$ cat src/rtl/fetch_if.sv
// ----------------------------------------------------------------------------
// fetch_if: connects the fetch stage to the hazard/branch unit in ID, to the
// instruction memory and to the decoder.
//
//   start_i        fetch enable; 0 freezes fetch
//   PCWrite_i      0 = hold the PC (load-use hazard)
//   Stall_i        1 = hold IF/ID contents
//   Flush_i        branch taken in ID; squash IF/ID and redirect
//   BranchTarget_i redirect address; bits [1:0] ignored
//   instr_i        instruction memory read data for instr_addr_o
//   instr_addr_o   current PC
//   IFID_pc_o      PC of the instruction held in IF/ID
//   IFID_instr_o   instruction held in IF/ID
//   IFID_valid_o   1 = real instruction, 0 = bubble
//   stall_cnt_o    saturating count of stalled cycles
//   flush_cnt_o    saturating count of applied flushes
//
// master: the environment (hazard unit, memory, decoder). slave: fetch_stage.
// ----------------------------------------------------------------------------
interface fetch_if #(
  parameter int unsigned CNT_W = 32
);
  logic             start_i;
  logic             PCWrite_i;
  logic             Stall_i;
  logic             Flush_i;
  logic [31:0]      BranchTarget_i;
  logic [31:0]      instr_i;
  logic [31:0]      instr_addr_o;
  logic [31:0]      IFID_pc_o;
  logic [31:0]      IFID_instr_o;
  logic             IFID_valid_o;
  logic [CNT_W-1:0] stall_cnt_o;
  logic [CNT_W-1:0] flush_cnt_o;

  modport master (
    output start_i, PCWrite_i, Stall_i, Flush_i, BranchTarget_i, instr_i,
    input  instr_addr_o, IFID_pc_o, IFID_instr_o, IFID_valid_o,
           stall_cnt_o, flush_cnt_o
  );

  modport slave (
    input  start_i, PCWrite_i, Stall_i, Flush_i, BranchTarget_i, instr_i,
    output instr_addr_o, IFID_pc_o, IFID_instr_o, IFID_valid_o,
           stall_cnt_o, flush_cnt_o
  );
endinterface

$ cat src/rtl/fetch_stage.sv
// ----------------------------------------------------------------------------
// fetch_stage: instruction-fetch front end. Owns the PC and the IF/ID
// pipeline register and applies stall, PC-hold and flush requests from ID.
// Keeps saturating stall and flush event counters.
//
//   clk_i  clock, rising edge
//   rst_i  asynchronous, active-low reset
//   bus    fetch_if.slave (control in, instruction in, IF/ID and counters out)
//
// Parameters:
//   RESET_PC  PC loaded at reset (low two bits forced to 0)
//   CNT_W     width of the stall/flush counters; must match the interface
// ----------------------------------------------------------------------------
module fetch_stage #(
  parameter logic [31:0] RESET_PC = 32'h0000_0000,
  parameter int unsigned CNT_W    = 32
) (
  input  logic    clk_i,
  input  logic    rst_i,
  fetch_if.slave  bus
);

  localparam logic [31:0] NOP       = 32'h0000_0013;
  localparam logic [31:0] WORD_MASK = ~32'h0000_0003;

  logic [31:0]      pc_q;
  logic [31:0]      ifid_pc_q;
  logic [31:0]      ifid_instr_q;
  logic             ifid_valid_q;
  logic [CNT_W-1:0] stall_cnt_q;
  logic [CNT_W-1:0] flush_cnt_q;

  // PC+4 wraps naturally modulo 2^32.
  logic [31:0] pc_inc;
  assign pc_inc = pc_q + 32'd4;

  // NOTE: state is written with non-blocking assignments so every register
  // samples the pre-edge values of the others, independent of statement order.
  always_ff @(posedge clk_i or negedge rst_i) begin
    if (!rst_i) begin
      pc_q         <= RESET_PC & WORD_MASK;
      ifid_pc_q    <= '0;
      ifid_instr_q <= NOP;
      ifid_valid_q <= 1'b0;
      stall_cnt_q  <= '0;
      flush_cnt_q  <= '0;
    end else if (!bus.start_i) begin
      // Frozen: PC and counters hold, downstream drains on bubbles.
      ifid_instr_q <= NOP;
      ifid_valid_q <= 1'b0;
    end else if (bus.Stall_i) begin
      // Stall wins over flush: the branch was resolved with stale operands.
      if (bus.PCWrite_i) pc_q <= pc_inc;
      if (stall_cnt_q != '1) stall_cnt_q <= stall_cnt_q + CNT_W'(1);
    end else if (bus.Flush_i) begin
      ifid_pc_q    <= pc_q;
      ifid_instr_q <= NOP;
      ifid_valid_q <= 1'b0;
      if (bus.PCWrite_i) pc_q <= bus.BranchTarget_i & WORD_MASK;
      if (flush_cnt_q != '1) flush_cnt_q <= flush_cnt_q + CNT_W'(1);
    end else begin
      ifid_pc_q    <= pc_q;
      ifid_instr_q <= bus.instr_i;
      ifid_valid_q <= 1'b1;
      if (bus.PCWrite_i) pc_q <= pc_inc;
    end
  end

  assign bus.instr_addr_o = pc_q;
  assign bus.IFID_pc_o    = ifid_pc_q;
  assign bus.IFID_instr_o = ifid_instr_q;
  assign bus.IFID_valid_o = ifid_valid_q;
  assign bus.stall_cnt_o  = stall_cnt_q;
  assign bus.flush_cnt_o  = flush_cnt_q;

endmodule

$ cat src/flat_wrapper.sv
// flat-port wrapper written by rule: the top's interface ports become plain ports
module fetch_stage_flat 
#(
  parameter logic [31:0] RESET_PC = 32'h0000_0000,
  parameter int unsigned CNT_W    = 32
)
  (clk_i, rst_i, bus_start_i, bus_PCWrite_i, bus_Stall_i, bus_Flush_i, bus_BranchTarget_i, bus_instr_i, bus_instr_addr_o, bus_IFID_pc_o, bus_IFID_instr_o, bus_IFID_valid_o, bus_stall_cnt_o, bus_flush_cnt_o);
  fetch_if #(.CNT_W(CNT_W)) bus_i ();
  input  logic clk_i;
  input  logic rst_i;
  input wire logic [$bits(bus_i.start_i)-1:0] bus_start_i;
  input wire logic [$bits(bus_i.PCWrite_i)-1:0] bus_PCWrite_i;
  input wire logic [$bits(bus_i.Stall_i)-1:0] bus_Stall_i;
  input wire logic [$bits(bus_i.Flush_i)-1:0] bus_Flush_i;
  input wire logic [$bits(bus_i.BranchTarget_i)-1:0] bus_BranchTarget_i;
  input wire logic [$bits(bus_i.instr_i)-1:0] bus_instr_i;
  output wire logic [$bits(bus_i.instr_addr_o)-1:0] bus_instr_addr_o;
  output wire logic [$bits(bus_i.IFID_pc_o)-1:0] bus_IFID_pc_o;
  output wire logic [$bits(bus_i.IFID_instr_o)-1:0] bus_IFID_instr_o;
  output wire logic [$bits(bus_i.IFID_valid_o)-1:0] bus_IFID_valid_o;
  output wire logic [$bits(bus_i.stall_cnt_o)-1:0] bus_stall_cnt_o;
  output wire logic [$bits(bus_i.flush_cnt_o)-1:0] bus_flush_cnt_o;
  assign bus_i.start_i = bus_start_i;
  assign bus_i.PCWrite_i = bus_PCWrite_i;
  assign bus_i.Stall_i = bus_Stall_i;
  assign bus_i.Flush_i = bus_Flush_i;
  assign bus_i.BranchTarget_i = bus_BranchTarget_i;
  assign bus_i.instr_i = bus_instr_i;
  assign bus_instr_addr_o = bus_i.instr_addr_o;
  assign bus_IFID_pc_o = bus_i.IFID_pc_o;
  assign bus_IFID_instr_o = bus_i.IFID_instr_o;
  assign bus_IFID_valid_o = bus_i.IFID_valid_o;
  assign bus_stall_cnt_o = bus_i.stall_cnt_o;
  assign bus_flush_cnt_o = bus_i.flush_cnt_o;
  fetch_stage #(.RESET_PC(RESET_PC), .CNT_W(CNT_W)) u_core (.clk_i(clk_i), .rst_i(rst_i), .bus(bus_i));
endmodule
$ cat config.mk
export PLATFORM = sky130hd
export DESIGN_NAME = fetch_stage_flat
export DESIGN_NICKNAME = d
export VERILOG_FILES = /design/src/rtl/fetch_if.sv /design/src/rtl/fetch_stage.sv /design/src/flat_wrapper.sv
export SDC_FILE = /design/constraint.sdc
export NUM_CORES = 1
export LEC_CHECK = 0
export CAP_MARGIN = 15
export CORE_UTILIZATION = 45
export CTS_BUF_LIST = sky130_fd_sc_hd__clkbuf_4 sky130_fd_sc_hd__clkbuf_8
export CTS_CLUSTER_SIZE = 10
export DETAILED_ROUTE_END_ITERATION = 7
export HOLD_SLACK_MARGIN = 0.12
export PLACE_DENSITY = 0.76
export SLEW_MARGIN = 10
export SYNTH_ARGS = -nofsm -noshare
export SYNTH_HDL_FRONTEND = slang
export SYNTH_SLANG_ARGS = --single-unit
export TNS_END_PERCENT = 20
$ cat constraint.sdc
create_clock -name clk_i -period 5.4 [get_ports clk_i]
set_input_delay 1.62 -clock clk_i [delete_from_list [all_inputs] [get_ports clk_i]]
set_output_delay 1.62 -clock clk_i [all_outputs]
set_load 0.03 [all_outputs]
==> impl_metrics.py, run 1 <==
metrics = {
    "status": {
        "outcome": "completed",
    },
    "finish": {
        "final_nets": 964,
        "seqCellArea_sq_um": 3930,
        "layout-drive-gt1-share_pct": 9.96,
        "diodes": 0,
        "area_growth_pct": 39.3,
        "multi_input_area_sq_um": 3250,
        "n_fill_cell": 1316,
        "post-route-util_pct": 64.2,
        "final_area_sq_um": 10200,
    },
    "synth": {
        "ys_seq_area_share_pct": 53.5,
        "synth_ff_type": "dfrtp_1",
        "yosys.area_share.simple_pct": 19.3,
        "synth_top_area_share_pct": 52.4,
        "yosys.cell_types.count": 64,
        "ys_top_cells_by_count": "dfrtp_1 (154), nand2_1 (49), nand3_1 (48)",
        "synth.most_common_cell": "dfrtp_1",
        "synth_top_family_by_area": "simple AND/OR/NAND/NOR gates",
        "ys_warn_count": 0,
        "synth_xor_area_share_pct": 7.15,
        "yosysTopAreaCell": "dfrtp_1",
        "synth_area_leaders": "dfrtp_1 (52%), xnor2_1 (4.9%), mux2_2 (4.7%)",
        "ys_async_sr_fraction_pct": 100,
        "synth_mux_area_share_pct": 5.02,
        "synthAdderAreaFrac_pct": 0.511,
        "synth.avg_cell_area_sq_um": 10.9,
        "ys_ff_latch": 157,
        "synth-compound-area-share_pct": 12.0,
        "netlist_instances": 674,
        "synth_edf_count": 0,
        "synth_area_sq_um": 7350,
    },
    "setup_path": {
        "worstPathArrival_ns": 4.08,
        "end_kind": "flip-flop",
        "crit_type": "in2reg",
        "setup.worst_path.start_class": "primary input",
        "cp.required_ns": 5.74,
        "worstPathMaxFanout": 13,
    },
    "sta": {
        "skew_ns": 0.0131,
        "final-max-slew-violation-count": 0,
        "hold_viol": 0,
        "fmax_ghz": 0.267,
        "slew_headroom_pct": 34.0,
        "setup_tns_ns": 0,
        "setup_viol": 0,
        "tightest_slew_ns": 0.990,
        "final.min_clock_period_ns": 3.74,
        "period_share_pct": 69.3,
        "rsz0062_at_grt": "no",
    },
    "route": {
        "highest_layer": "met5",
        "routedWlPerCell_um": 17.2,
        "wl_met1_um": 8670,
        "met3_length_um": 1100,
        "drc_errors": 0,
        "vias": 6213,
        "drt_pass1_iterations": 4,
        "drtIter0Drc": 347,
        "wirelength_um": 19200,
        "viasPerCell": 5.55,
        "postRouteAntennaNets": 0,
        "met2WireLength_um": 9170,
    },
    "placed_design": {
        "gp_congestion": 0.820,
        "portBuffers": 224,
        "dpl.hpwl_um": 13600,
        "dpl_cell_area_sq_um": 9790,
    },
    "global_route": {
        "antenna_found_initial": 1,
        "grt_pass1_wl_um": 30600,
        "grt_pass1_vias": 5769,
        "grt_max_degree": 106,
        "track_usage_pct": 23.4,
        "grt_overflow": 0,
    },
    "clock_network": {
        "cts_tree": "yes",
        "post_cts_buffers": 0,
        "clockBufferDepth": 2,
        "cts_resized": 0,
        "numCtsBuffers": 17,
        "clkSlewWorstSetupHoldPaths_ns": 0.08,
        "cts_max_level": 4,
        "clock_latency_ns": 0.46,
        "holdBufCountCts": 0,
        "clock_sinks": 157,
        "clockRootBuffer": "clkbuf_8",
    },
    "floorplanning": {
        "pin_count": 231,
        "die_area_sq_um": 16900,
        "rows": 46,
        "die_h_um": 130,
        "core_area_sq_um": 15900,
        "start_util_pct": 46.1,
        "die_w_um": 130,
    },
    "hold_path": {
        "hp-class": "reg2reg",
    },
    "power_and_ir_drop": {
        "power.leakage_nw": 4.25,
        "power_density_nw_per_um2": 341,
        "peakVddDrop_uv": 241,
    },
    "flow_run": {
        "maxCapViolCount": 0,
    },
}
layer usage:
| layer | vias to the layer above | global-route usage (%) |
|---|---|---|
| met5 | - | 0 |
| met4 | 2 | 7.52 |
| met3 | 22 | 4.76 |
| met2 | 215 | 36.2 |
| met1 | 3059 | 33.0 |
| li1 | 2915 | - |
placed cells by master, fill, tap and decap left out, types with 7 or more instances in the layout:
cell and count:
dfrtp_1 154, a22o_1 29, o21ai_0 18, and3_1 23
xor2_1 19, nor4_1 10, mux2_2 31, buf_4 7
nand3_1 48, o22ai_1 9, xnor2_1 41, nand4_1 30
nor2_1 43, clkdlybuf4s50_1 223, a21oi_1 22, clkbuf_8 18
a2bb2oi_1 7, nor3_1 10, nand2_1 49
worst paths after layout:
| check | startpoint | endpoint | slack [ns] | cells after the start |
|---|---|---|---|---|
| min reg2reg | u_core.bus.IFID_valid_o | u_core.bus.IFID_valid_o | 0.48 | 1 |
| min | u_core.bus.IFID_valid_o | u_core.bus.IFID_valid_o | 0.48 | 1 |
| min in group asynchronous | rst_i | u_core.bus.stall_cnt_o[24] | 1.27 | 1 |
| max in group asynchronous | rst_i | u_core.bus.IFID_instr_o[1] | 3.29 | 2 |
| max reg2reg | u_core.bus.flush_cnt_o[0] | u_core.bus.flush_cnt_o[17] | 2.95 | 7 |
| max | bus_start_i | u_core.bus.stall_cnt_o[26] | 1.66 | 5 |
through the flow:
step / hold slack (ns) / std cells / total power, W / setup WS [ns]
after floorplan: 0.571 / 677 / 0.00205 / 2.28
after global placement: 0.459 / 1088 / 0.00252 / 1.23
after detailed placement: 0.469 / 1088 / 0.00254 / 1.17
after CTS: 0.487 / 1120 / 0.00352 / 1.67
after global routing: 0.516 / 1120 / 0.00364 / 1.51
final: 0.481 / 1120 / 0.00349 / 1.66
sequential cells by signal (all words and copies together) (netlist names):
signal and flops:
u_core.bus.instr_addr_o 30, u_core.bus.stall_cnt_o 32, u_core.bus.IFID_instr_o 32, u_core.bus.IFID_valid_o 1
u_core.bus.flush_cnt_o 32, u_core.bus.IFID_pc_o 30
cell families after synthesis:
group                    Yosys count
AO/OA/AOI/OAI                    122
XOR/XNOR                          60
adder cells (fa/ha/maj)            3
buffers and inverters             43
flip-flops                       157
multiplexers                      33
other                              1
AND/OR/NAND/NOR                  255
worst max-delay path: stages:
cell             delay, ns
clkdlybuf4s50_1       0.81
nand2_1               0.44
nor4_1                0.84
nand4_1               0.20
xnor2_1               0.17
where the power goes:
part	switching [W]	leakage (nW)	total [W]	internal, W
clock	0.000451	0.224	0.000975	0.000524
combinational	0.000553	2.03	0.00100	0.000450
sequential	0.000181	1.99	0.00151	0.00133
total	0.00118	4.25	0.00349	0.00230
area by class of cell:
cell class / instances / share of cell area [%]
Inverter: 6 / 0.220
Clock inverter: 13 / 1.86
Tap cell: 216 / 2.64
Clock buffer: 19 / 2.49
Multi-Input combinational cell: 477 / 31.8
Timing Repair Buffer: 232 / 22.6
Sequential cell: 157 / 38.4
Power figures use the tool's default switching activity.
==> run 2, diff against run 1 <==
==> constraint.sdc (replaced) <==
create_clock -name clk_i -period 3.53 [get_ports clk_i]
set_input_delay 1.059 -clock clk_i [delete_from_list [all_inputs] [get_ports clk_i]]
set_output_delay 1.059 -clock clk_i [all_outputs]
set_load 0.03 [all_outputs]
==> impl_metrics.py, run 2 (synthesis results as in run 1) <==
metrics = {
    "setup_path": {
        "cpPeakStageDelay_ns": 0.77,
        "crit_type": "reg2out",
        "cp_num_buf_inv": 1,
        "worstPathArrival_ns": 1.73,
        "path_cells": "clkdlybuf4s50_1",
        "worstPathMaxFanout": 8,
        "setup.worst_path.start_class": "flip-flop",
        "end_kind": "output port",
        "cpLargestDelayFamily": "buffers and inverters",
        "cp.required_ns": 2.47,
        "crit_slowest_cell": "clkdlybuf4s50_1",
    },
    "clock_network": {
        "clockBufferDepth": 2,
        "cts_resized": 0,
        "numCtsBuffers": 17,
        "clock_sinks": 157,
        "cts_tree": "yes",
        "clock_latency_ns": 0.44,
        "post_cts_buffers": 0,
        "holdBufCountCts": 0,
        "clkSlewWorstSetupHoldPaths_ns": 0.08,
        "clockRootBuffer": "clkbuf_8",
        "cts_max_level": 4,
    },
    "sta": {
        "tightest_slew_ns": 0.673,
        "setup_viol": 0,
        "final.min_clock_period_ns": 2.79,
        "final-max-slew-violation-count": 0,
        "period_share_pct": 78.9,
        "rsz0062_at_grt": "no",
        "setup_tns_ns": 0,
        "hold_viol": 0,
        "slew_headroom_pct": 54.7,
        "fmax_ghz": 0.359,
        "skew_ns": 0.0134,
    },
    "route": {
        "drc_errors": 0,
        "postRouteAntennaNets": 0,
        "vias": 6187,
        "wirelength_um": 19300,
        "viasPerCell": 5.47,
        "routedWlPerCell_um": 17.1,
        "drtIter0Drc": 315,
        "drt_pass1_iterations": 5,
    },
    "flow_run": {
        "maxCapViolCount": 0,
    },
    "finish": {
        "final_cell_mix": "clkdlybuf4s50_1 (223), dfrtp_1 (154), nand2_1 (49)",
        "final_common_cell": "clkdlybuf4s50_1",
        "post-route-util_pct": 64.5,
        "final_nets": 976,
        "stdcell_count": 1131,
        "diodes": 0,
        "area_growth_pct": 39.8,
        "layout-drive-gt1-share_pct": 11.0,
    },
    "floorplanning": {
        "die_h_um": 130,
        "pin_count": 231,
        "start_util_pct": 46.1,
        "core_area_sq_um": 15900,
        "die_w_um": 130,
        "die_area_sq_um": 16900,
        "rows": 46,
    },
    "power_and_ir_drop": {
        "power.leakage_nw": 4.28,
        "power_density_nw_per_um2": 505,
        "peakVddDrop_uv": 423,
    },
    "global_route": {
        "grt_max_degree": 57,
        "grt_pass1_wl_um": 30700,
        "grt_pass1_vias": 5845,
        "grt_overflow": 0,
        "track_usage_pct": 23.5,
        "antenna_found_initial": 1,
    },
    "status": {
        "outcome": "completed",
    },
    "placed_design": {
        "placed_cells": 1100,
        "dpl.hpwl_um": 13900,
        "gp_congestion": 0.852,
        "portBuffers": 224,
    },
    "hold_path": {
        "hp-class": "reg2reg",
    },
}
==> run 2: changes by cell type in the layout (fill, tap and decap cells not counted) <==
cell	change
clkbuf_8	+1
bufinv_16	-2
clkinv_4	-4
clkinvlp_4	+2
clkinv_2	+1
clkbuf_4	+1
buf_4	+12
==> run 2: report_power, final <==
part           leakage [nW]  switching [W]  internal, W  total [W]
combinational          2.09       0.000850     0.000693    0.00154
clock                 0.195       0.000654     0.000677    0.00133
sequential             1.99       0.000280      0.00204    0.00232
total                  4.28        0.00178      0.00341    0.00519
==> run 2: final timing paths <==
kind	startpoint	to	slack, ns	depth (start not counted)
hold / removal	u_core.bus.IFID_valid_o	u_core.bus.IFID_valid_o	0.49	1
max in group asynchronous	rst_i	u_core.bus.IFID_instr_o[5]	2.15	2
min in group asynchronous	rst_i	u_core.bus.stall_cnt_o[24]	0.57	1
hold reg to reg	u_core.bus.IFID_valid_o	u_core.bus.IFID_valid_o	0.49	1
setup / recovery	u_core.bus.instr_addr_o[27]	bus_instr_addr_o[27]	0.74	1
setup reg to reg	u_core.bus.flush_cnt_o[0]	u_core.bus.flush_cnt_o[30]	1.27	6
==> run 2: stage by stage <==
step	power (W)	setup slack [ns]	hold WS (ns)	area [sq um]
6_report	0.00519	0.743	0.488	10300
5_1_grt	0.00542	0.661	0.515	10300
4_1_cts	0.00523	0.700	0.491	10300
3_5_place_dp	0.00389	0.450	0.474	9880
3_3_place_gp	0.00386	0.426	0.460	9880
2_1_floorplan	0.00314	0.968	0.571	7360
==> run 2: final cells by class <==
type / count / area, sq um
inverters: 6 / 22.5
clock inverters: 10 / 115
repair buffers: 244 / 2410
well taps: 216 / 270
flip-flops and latches: 157 / 3930
clock buffers: 21 / 277
multi-input cells: 477 / 3250
fillers: 1304 / 5670
==> run 2: metal layers <==
metal	up-vias	share of wire [%]	GRT usage (%)
li1	2942	-	-
met1	3016	45	32.1
met2	195	47	36.1
met3	32	5.4	5.45
met4	2	2.4	9.78
met5	-	0.062	0
==> run 3, diff against run 2 <==
==> constraint.sdc (replaced) <==
create_clock -name clk_i -period 2.6 [get_ports clk_i]
set_input_delay 0.78 -clock clk_i [delete_from_list [all_inputs] [get_ports clk_i]]
set_output_delay 0.78 -clock clk_i [all_outputs]
set_load 0.03 [all_outputs]
==> impl_metrics.py, run 3 (synthesis results as in run 1) <==
metrics = {
    "setup_path": {
        "worstRegToRegCells": 6,
        "worstPathMaxFanout": 8,
        "reg2reg_from": "u_core.bus.flush_cnt_o[0]",
        "cpLargestDelayFamily": "buffers and inverters",
        "crit_slowest_cell": "clkdlybuf4s50_1",
        "setup.worst_path.start_class": "flip-flop",
        "endpoint": "bus_instr_addr_o[19]",
        "r2r_setup_slack_ns": 0.34,
        "startpoint": "u_core.bus.instr_addr_o[19]",
        "cp.required_ns": 1.82,
        "path_cells": "clkdlybuf4s50_1",
        "crit_type": "reg2out",
        "reg2reg_to": "u_core.bus.flush_cnt_o[30]",
        "cp_num_buf_inv": 1,
        "end_kind": "output port",
        "cpPeakStageDelay_ns": 0.75,
        "worstPathArrival_ns": 1.70,
        "cp.depth": 1,
    },
    "clock_network": {
        "post_cts_buffers": 0,
        "clockRootBuffer": "clkbuf_8",
        "cts_resized": 0,
        "clockBufferDepth": 2,
        "cts_tree": "yes",
        "clkSlewWorstSetupHoldPaths_ns": 0.08,
        "holdBufCountCts": 0,
        "cts_max_level": 4,
        "clock_sinks": 157,
        "numCtsBuffers": 17,
        "clock_latency_ns": 0.44,
    },
    "route": {
        "viasPerCell": 5.48,
        "postRouteAntennaNets": 0,
        "drt_pass1_iterations": 7,
        "wirelength_um": 19600,
        "routedWlPerCell_um": 17.0,
        "vias": 6327,
        "drc_errors": 0,
        "drtIter0Drc": 369,
    },
    "sta": {
        "slew_headroom_pct": 59.2,
        "fmax_ghz": 0.404,
        "hold_viol": 0,
        "skew_ns": 0.0130,
        "rsz0062_at_grt": "no",
        "setup_tns_ns": 0,
        "fin_ws_ns": 0.125,
        "final-max-slew-violation-count": 0,
        "final.min_clock_period_ns": 2.48,
        "tightest_slew_ns": 0.607,
        "setup_viol": 0,
        "period_share_pct": 95.2,
    },
    "finish": {
        "final_cell_mix": "clkdlybuf4s50_1 (223), dfrtp_1 (154), nand2_1 (49)",
        "multi_input_area_sq_um": 3250,
        "layout-drive-gt1-share_pct": 13.3,
        "final_nets": 1000,
        "post-route-util_pct": 66.2,
        "diodes": 0,
        "n_fill_cell": 1280,
        "final_common_cell": "clkdlybuf4s50_1",
        "seqCellArea_sq_um": 3930,
        "area_growth_pct": 43.6,
        "final_area_sq_um": 10600,
    },
    "power_and_ir_drop": {
        "power.leakage_nw": 4.45,
        "peakVddDrop_uv": 485,
        "power_density_nw_per_um2": 697,
        "p_total_w": 0.00736,
    },
    "placed_design": {
        "dpl_cell_area_sq_um": 10100,
        "dpl.hpwl_um": 14400,
        "portBuffers": 224,
        "gp_congestion": 0.862,
        "dpl_worst_slack_ns": -0.149,
    },
    "global_route": {
        "grt_max_degree": 55,
        "grt_pass1_wl_um": 31800,
        "grt_overflow": 0,
        "antenna_found_initial": 0,
        "grt_pass1_vias": 6131,
        "track_usage_pct": 24.1,
    },
    "hold_path": {
        "hp-class": "in2async",
    },
    "flow_run": {
        "maxCapViolCount": 0,
    },
    "floorplanning": {
        "core_area_sq_um": 15900,
        "die_w_um": 130,
        "rows": 46,
        "die_h_um": 130,
        "pin_count": 231,
        "start_util_pct": 46.1,
        "die_area_sq_um": 16900,
    },
    "status": {
        "outcome": "completed",
    },
}
run 3: worst min-delay path by stage:
stage	from	cells past startpoint	slack [ns]	to
after global routing	rst_i	1	0.31	u_core.bus.stall_cnt_o[27]
after global placement	u_core.bus.IFID_valid_o	1	0.46	u_core.bus.IFID_valid_o
after CTS	rst_i	1	0.29	u_core.bus.instr_addr_o[12]
after detailed placement	u_core.bus.IFID_valid_o	1	0.47	u_core.bus.IFID_valid_o
final	rst_i	1	0.30	u_core.bus.stall_cnt_o[27]
after floorplan	rst_i	0	0.48	u_core.bus.IFID_instr_o[10]
run 3: routing by layer:
| layer | track usage (%) | share of wire, % |
|---|---|---|
| met3 | 4.92 | 6.3 |
| met1 | 32.7 | 44 |
| met5 | 0 | 0 |
| met4 | 8.55 | 1.6 |
| met2 | 38.5 | 48 |
run 3: layout make-up:
class	instances	share of cell area (%)
Inverter	6	0.213
Timing Repair Buffer	268	24.8
Tap cell	216	2.56
Clock buffer	20	2.55
Clock inverter	11	1.79
Sequential cell	157	37.2
Multi-Input combinational cell	477	30.8
run 3: stage by stage:
| step | hold slack [ns] | cells |
|---|---|---|
| detailed placement | 0.465 | 1124 |
| global route | 0.312 | 1155 |
| global placement | 0.459 | 1124 |
| finish | 0.305 | 1155 |
| CTS | 0.289 | 1155 |
| floorplan | 0.484 | 677 |
run 3: where the power goes:
part	internal (W)	total (W)	switching (W)
combinational	0.000965	0.00214	0.00117
sequential	0.00276	0.00314	0.000372
clock	0.00120	0.00208	0.000886
total	0.00493	0.00736	0.00243
